## config.mk

```make
export PLATFORM = sky130hd
export DESIGN_NAME = video_dma_rd_sched
export DESIGN_NICKNAME = d
export VERILOG_FILES = /design/src/rtl/video_pcie_pkg.sv /design/src/rtl/vps_sat_cnt.sv /design/src/rtl/video_dma_rd_sched.sv
export SDC_FILE = /design/constraint.sdc
export NUM_CORES = 1
export LEC_CHECK = 0
export ABC_AREA = 1
export CAP_MARGIN = 30
export CORE_AREA = 2 2 125 127
export CTS_CLUSTER_SIZE = 8
export DETAILED_ROUTE_END_ITERATION = 8
export DIE_AREA = 0 0 127 129
export DONT_BUFFER_PORTS = 1
export HOLD_SLACK_MARGIN = 0.06
export PLACE_DENSITY = 0.61
export SETUP_SLACK_MARGIN = 0.15
export SLEW_MARGIN = 20
export SYNTH_ARGS = -nofsm -noshare
export SYNTH_HDL_FRONTEND = slang
export SYNTH_SLANG_ARGS = --single-unit
```

## constraint.sdc

```tcl
create_clock -name clk -period 3.2 [get_ports clk]
set_input_delay 0.64 -clock clk [delete_from_list [all_inputs] [get_ports clk]]
set_output_delay 0.64 -clock clk [all_outputs]
set_load 0.01 [all_outputs]
```

## src/rtl/video_pcie_pkg.sv

```systemverilog
// Shared types and defaults for the PCIe video DMA read-side scheduler.
package video_pcie_pkg;

    typedef enum logic [1:0] {
        IDLE   = 2'd0,
        SYNC   = 2'd1,
        FILL   = 2'd2,
        STREAM = 2'd3
    } vps_state_e;

    // 1280x720 pixels at 16 bits, packed into 128-bit beats
    localparam int             DEF_FRAME_BEATS = 115200;
    localparam logic [127:0]   DEF_FILL_PAT    = {8{16'hCCCC}};

endpackage

```

## src/rtl/vps_sat_cnt.sv

```systemverilog
// 16-bit event counter that sticks at all-ones; clr is a synchronous clear.
module vps_sat_cnt (
    input  logic        clk,
    input  logic        clr,
    input  logic        inc,
    output logic [15:0] cnt
);

    logic [15:0] cnt_d;
    logic [15:0] cnt_q;

    // Next count: step on inc unless already saturated
    always_comb begin
        cnt_d = cnt_q;
        if (inc && (cnt_q != 16'hFFFF)) begin
            cnt_d = cnt_q + 16'd1;
        end else begin
            cnt_d = cnt_q;
        end
    end

    // Count register with synchronous clear
    always_ff @(posedge clk) begin
        if (clr) begin
            cnt_q <= 16'd0;
        end else begin
            cnt_q <= cnt_d;
        end
    end

    assign cnt = cnt_q;

endmodule

```

## src/rtl/video_dma_rd_sched.sv

```systemverilog
// Read-side scheduler between pcie_fifo and the DMA per-beat read strobe: frame alignment,
// burst-granular grants against the FIFO level, fill-pattern substitution and host counters.
module video_dma_rd_sched
    import video_pcie_pkg::*;
#(
    parameter int                BEAT_W      = 128,
    parameter int                LVL_W       = 10,
    parameter int                BURST_LEN   = 16,
    parameter int                LVL_MARGIN  = 2,
    parameter int                FRAME_BEATS = DEF_FRAME_BEATS,
    parameter logic [BEAT_W-1:0] FILL_PAT    = DEF_FILL_PAT
) (
    input  logic              clk,
    input  logic              rst,
    input  logic              arm,
    input  logic              frame_sync,
    input  logic              fifo_ovf,
    input  logic [LVL_W-1:0]  fifo_rd_level,
    output logic              fifo_rd_en,
    input  logic [BEAT_W-1:0] fifo_rd_data,
    output logic              fifo_rst,
    input  logic              host_rd_req,
    output logic [BEAT_W-1:0] host_rd_data,
    output logic [1:0]        state_o,
    output logic [15:0]       frame_cnt,
    output logic [15:0]       underrun_cnt,
    output logic [15:0]       resync_cnt
);

    localparam int               BEAT_CW    = $clog2(FRAME_BEATS);
    localparam int               BURST_CW   = $clog2(BURST_LEN);
    localparam logic [LVL_W-1:0] LVL_THRESH = LVL_W'(BURST_LEN + LVL_MARGIN);
    localparam logic [BEAT_CW-1:0]  LAST_BEAT  = BEAT_CW'(FRAME_BEATS - 1);
    localparam logic [BURST_CW-1:0] LAST_BURST = BURST_CW'(BURST_LEN - 1);

    vps_state_e          state_d, state_q;
    logic [BEAT_CW-1:0]  beat_cnt_d, beat_cnt_q;
    logic [BURST_CW-1:0] burst_cnt_d, burst_cnt_q;
    logic                fifo_rst_d, fifo_rst_q;
    logic                grant_d, grant_q;
    logic                frame_inc_s;
    logic                underrun_inc_s;
    logic                resync_inc_s;
    logic                armed_s;
    logic                sync_err_s;
    logic                level_ok_s;

    assign armed_s    = (state_q != IDLE);
    assign level_ok_s = (fifo_rd_level >= LVL_THRESH);
    // The alignment check uses the pre-grant beat count, so a coincident grant never masks it
    assign sync_err_s = frame_sync && ((state_q == FILL) || (state_q == STREAM))
                        && (beat_cnt_q != {BEAT_CW{1'b0}});

    // Next-state, burst/beat bookkeeping and counter strobes
    always_comb begin
        state_d        = state_q;
        beat_cnt_d     = beat_cnt_q;
        burst_cnt_d    = burst_cnt_q;
        frame_inc_s    = 1'b0;
        resync_inc_s   = 1'b0;
        grant_d        = (state_q == STREAM) && host_rd_req && arm && !rst;
        underrun_inc_s = armed_s && arm && host_rd_req && !grant_d;

        if (!arm) begin
            state_d     = IDLE;
            beat_cnt_d  = {BEAT_CW{1'b0}};
            burst_cnt_d = {BURST_CW{1'b0}};
        end else begin
            case (state_q)
                IDLE: begin
                    state_d = SYNC;
                end
                SYNC: begin
                    if (frame_sync) begin
                        beat_cnt_d = {BEAT_CW{1'b0}};
                        state_d    = FILL;
                    end else begin
                        state_d = SYNC;
                    end
                end
                FILL: begin
                    if (level_ok_s) begin
                        burst_cnt_d = {BURST_CW{1'b0}};
                        state_d     = STREAM;
                    end else begin
                        state_d = FILL;
                    end
                end
                STREAM: begin
                    if (!grant_d) begin
                        state_d = STREAM;
                    end else if (beat_cnt_q == LAST_BEAT) begin
                        // Frame end also closes the current burst
                        frame_inc_s = 1'b1;
                        beat_cnt_d  = {BEAT_CW{1'b0}};
                        burst_cnt_d = {BURST_CW{1'b0}};
                        state_d     = FILL;
                    end else begin
                        beat_cnt_d = beat_cnt_q + BEAT_CW'(1);
                        if (burst_cnt_q == LAST_BURST) begin
                            burst_cnt_d = {BURST_CW{1'b0}};
                            state_d     = level_ok_s ? STREAM : FILL;
                        end else begin
                            burst_cnt_d = burst_cnt_q + BURST_CW'(1);
                        end
                    end
                end
                default: begin
                    state_d = IDLE;
                end
            endcase

            if ((fifo_ovf && armed_s) || sync_err_s) begin
                resync_inc_s = 1'b1;
                beat_cnt_d   = {BEAT_CW{1'b0}};
                burst_cnt_d  = {BURST_CW{1'b0}};
                state_d      = SYNC;
            end else begin
                resync_inc_s = 1'b0;
            end
        end

        fifo_rst_d = (state_d == IDLE) || (state_d == SYNC);
    end

    // State, bookkeeping and output registers
    always_ff @(posedge clk) begin
        if (rst) begin
            state_q     <= IDLE;
            beat_cnt_q  <= {BEAT_CW{1'b0}};
            burst_cnt_q <= {BURST_CW{1'b0}};
            fifo_rst_q  <= 1'b1;
            grant_q     <= 1'b0;
        end else begin
            state_q     <= state_d;
            beat_cnt_q  <= beat_cnt_d;
            burst_cnt_q <= burst_cnt_d;
            fifo_rst_q  <= fifo_rst_d;
            grant_q     <= grant_d;
        end
    end

    assign fifo_rd_en   = grant_d;
    assign fifo_rst     = fifo_rst_q;
    assign state_o      = state_q;
    // FIFO data lands one cycle after the read enable, aligned with the registered grant
    assign host_rd_data = grant_q ? fifo_rd_data : FILL_PAT;

    vps_sat_cnt u_frame_cnt (
        .clk (clk),
        .clr (rst),
        .inc (frame_inc_s),
        .cnt (frame_cnt)
    );

    vps_sat_cnt u_underrun_cnt (
        .clk (clk),
        .clr (rst),
        .inc (underrun_inc_s),
        .cnt (underrun_cnt)
    );

    vps_sat_cnt u_resync_cnt (
        .clk (clk),
        .clr (rst),
        .inc (resync_inc_s),
        .cnt (resync_cnt)
    );

endmodule

```

==> impl_metrics.csv <==
group,metric,value,unit
clocking,post_cts_buffers,0,
floorplan,die-area,0.0164,mm2
setup_path,cp-end-kind,"primary output",
synthesis,ys_ff_latch,73,
timing,setup-tns-final,0,ps
clocking,cts.path.max_buffers,2,
synthesis,synthArstFlopShare,0,
floorplan,die_x,127,um
clocking,clk_latency,340,ps
synthesis,syn_nets,1091,
final_layout,final_cell_area,0.00590,mm2
final_layout,seqCellArea,0.00147,mm2
routing,viasPerCell,5.10,
setup_path,path_class,"register to primary output",
global_routing,use_met1,0.305,
final_layout,nets,1074,
power,ir_drop,0.236,mV
power,p_leak,2.81,nW
timing,fin_crit,2330,ps
timing,rsz0062_at_grt,"false",
power,p_comb_frac,0.042,
synthesis,synth_top_cell_area_share,0.266,
setup_path,reg2reg_slack,1060,ps
routing,drt_first_pass_iters,5,
global_routing,globalRouteTotalUtil,0.289,
place,gp_congestion,0.974,
power,p_clk_frac,0.484,
synthesis,synth_cell_types,37,
global_routing,antenna_found_initial,15,
final_layout,drive_gt1_frac,0.0667,
final_layout,final_util,0.394,
routing,wl_per_cell,22.1,um
place,post_dp_cell_area,0.00560,mm2
timing,relSlewSlack,0.597,
routing,ant_nets,0,
routing,vias,5755,
synthesis,synthTopCellsByArea,"dfxtp_1, nand2_1, inv_1, nor2_1, nand3_1",
final_layout,n_fill_cell,1665,
synthesis,syn_inst,941,
timing,slew_violations,0,
final_layout,syn_to_final_growth,7.35,%
routing,wl,25000,um
routing,drtIter0Drc,505,
synthesis,yosys_warnings,0,
floorplan,core,0.0150,mm2
global_routing,grt_use_met3,0.267,
synthesis,syn_avg_cell_area,5.84,um2
worst_hold_path,min_to,"u_resync_cnt.cnt[2]$_SDFFE_PP0P_",
timing,finalHoldViolCount,0,
synthesis,synth-edff-count,0,
global_routing,grt_max_degree,60,
synthesis,ys.flop_type,"dfxtp_1",
global_routing,top_usage_layer,"met2",
synthesis,netlist_area,0.00550,mm2
clocking,cts_root_buffer,"clkbuf_16",
clocking,cts_buffers,9,
timing,max_freq,0.430,GHz
clocking,cts_resized,0,
setup_path,rr_endpoint,"u_resync_cnt.cnt[15]$_SDFFE_PP0P_",
clocking,cts.clk_slew.worst_paths,60,ps
global_routing,grt_pass1_wl,33600,um
setup_path,crit_path_max_fanout,59,
clocking,cts.sinks,73,
global_routing,met2_usage,0.417,
power,total_power,1.94,mW
worst_hold_path,hold_path.class,"input pin to register",
timing,tightestPinTransition,605,ps
place,dp_hpwl,21300,um
worst_hold_path,min_path_cells,1,
routing,drc,0,
run_status,status,"complete, no violations",
setup_path,crit_slowest_cell,"dfxtp_4",
clocking,cts_hold_buf,0,
floorplan,core.rowCount,45,
timing,finalSetupViolations,0,
power,powerDensity,328,mW/mm2
clocking,cts_tree,"done",
setup_path,arrival,1690,ps
power,p_seq_frac,0.474,
timing,fin_ws,873,ps
timing,skew,6.95,ps
synthesis,yosysTopAreaCell,"dfxtp_1",
setup_path,slowest_delay,710,ps
synthesis,ys_seq_area_frac,0.266,
setup_path,crit_start,"grant_q$_SDFF_PP0_",
final_layout,multi_input_area,0.00311,mm2
clocking,h-tree-depth,3,
power,p_sw_frac,0.247,
setup_path,rr_startpoint,"u_resync_cnt.cnt[0]$_SDFFE_PP0P_",
power,internal_power,1.46,mW
setup_path,cp.required,2560,ps
setup_path,cp-start-kind,"register",
place,dpl_worst_slack,1050,ps
global_routing,grt_pass1_vias,5052,
final_layout,layout_commonest_cell,"nand2_1",
setup_path,r2r_cells,7,
worst_hold_path,min-delay-start,"rst",
power,p_sw,0.479,mW
final_layout,layout_common_cells,"nand2_1, inv_1, nor2_1",
global_routing,grt_overflow,0,
setup_path,path_cells,"buf_12, nand2_1",
floorplan,chipHeight,129,um
run,maxCapViolations,0,
place,place.port_buffers,0,
floorplan,num_io_pins,324,
floorplan,start_util,0.367,
timing,post-route-period-util,0.727,
[synth_stat cells (15+ instances only)]
cell type	instances
xor2_1	17
a21oi_1	50
inv_1	197
nand4_1	30
nand2_1	300
nor3_1	17
dfxtp_1	73
nand3_1	51
nor2_1	96
o21ai_0	15
clkbuf_1	20
[cells by family after synthesis]
family | after synthesis | share of synthesized area
xor+xnor | 23 | 0.0366
fa+ha+maj | 6 | 0.0137
compound gates | 70 | 0.0644
flops | 73 | 0.266
simple gates | 537 | 0.450
buf+inv | 232 | 0.169
[through the flow]
step	hold WS, ps	cells
finish	367	1129
global route	359	1122
CTS	360	1117
detailed placement	488	1101
global placement	477	1101
floorplan	456	941
[registers in the layout, summed over array words and instances (netlist names)]
name                flops
beat_cnt_q             17
burst_cnt_q             4
fifo_rst                1
grant_q                 1
state_o                 2
u_frame_cnt.cnt        16
u_resync_cnt.cnt       16
u_underrun_cnt.cnt     16
[metal layers]
| metal | up-vias | routed length (um) |
|---|---|---|
| met1 | 2599 | 9280 |
| li1 | 2832 | - |
| met5 | - | 37 |
| met2 | 302 | 10700 |
| met4 | 6 | 201 |
| met3 | 16 | 4730 |
[area by class of cell]
class                      count  area share
antenna                       12     0.00509
inverter                     202       0.130
timing repair buffer           2     0.00466
sequential                    73       0.248
multi-input combinational    636       0.526
tap                          188      0.0399
clock inverter                 7     0.00785
clock buffer                   9      0.0382
[worst max-delay path by stage]
| stage | slack, ps | cells after the start | to |
|---|---|---|---|
| 3_3_place_gp | 1110 | 7 | u_resync_cnt.cnt[15]$_SDFFE_PP0P_ |
| 2_1_floorplan | 1400 | 10 | u_underrun_cnt.cnt[3]$_SDFFE_PP0P_ |
| 6_report | 870 | 2 | host_rd_data[79] |
| 5_1_grt | 810 | 2 | host_rd_data[74] |
| 3_5_place_dp | 1050 | 7 | u_resync_cnt.cnt[3]$_SDFFE_PP0P_ |
| 4_1_cts | 890 | 2 | host_rd_data[42] |
[worst max-delay path: cells and delay by family (launching register included)]
kind | cells | cell delay [ps]
buf+inv | 1 | 310
simple gates | 1 | 290
flops | 1 | 710
[power by group through the flow]
stage / Clock, mW / Sequential, mW / Combinational [mW]
final: 0.937 / 0.919 / 0.0819
after floorplan: 0 / 0.938 / 0.0778
after global routing: 0.990 / 0.919 / 0.0923
after detailed placement: 0 / 0.939 / 0.0825
after CTS: 0.947 / 0.919 / 0.0830
after global placement: 0 / 0.939 / 0.0813
Note: power is estimated with default switching activity, not from simulation.
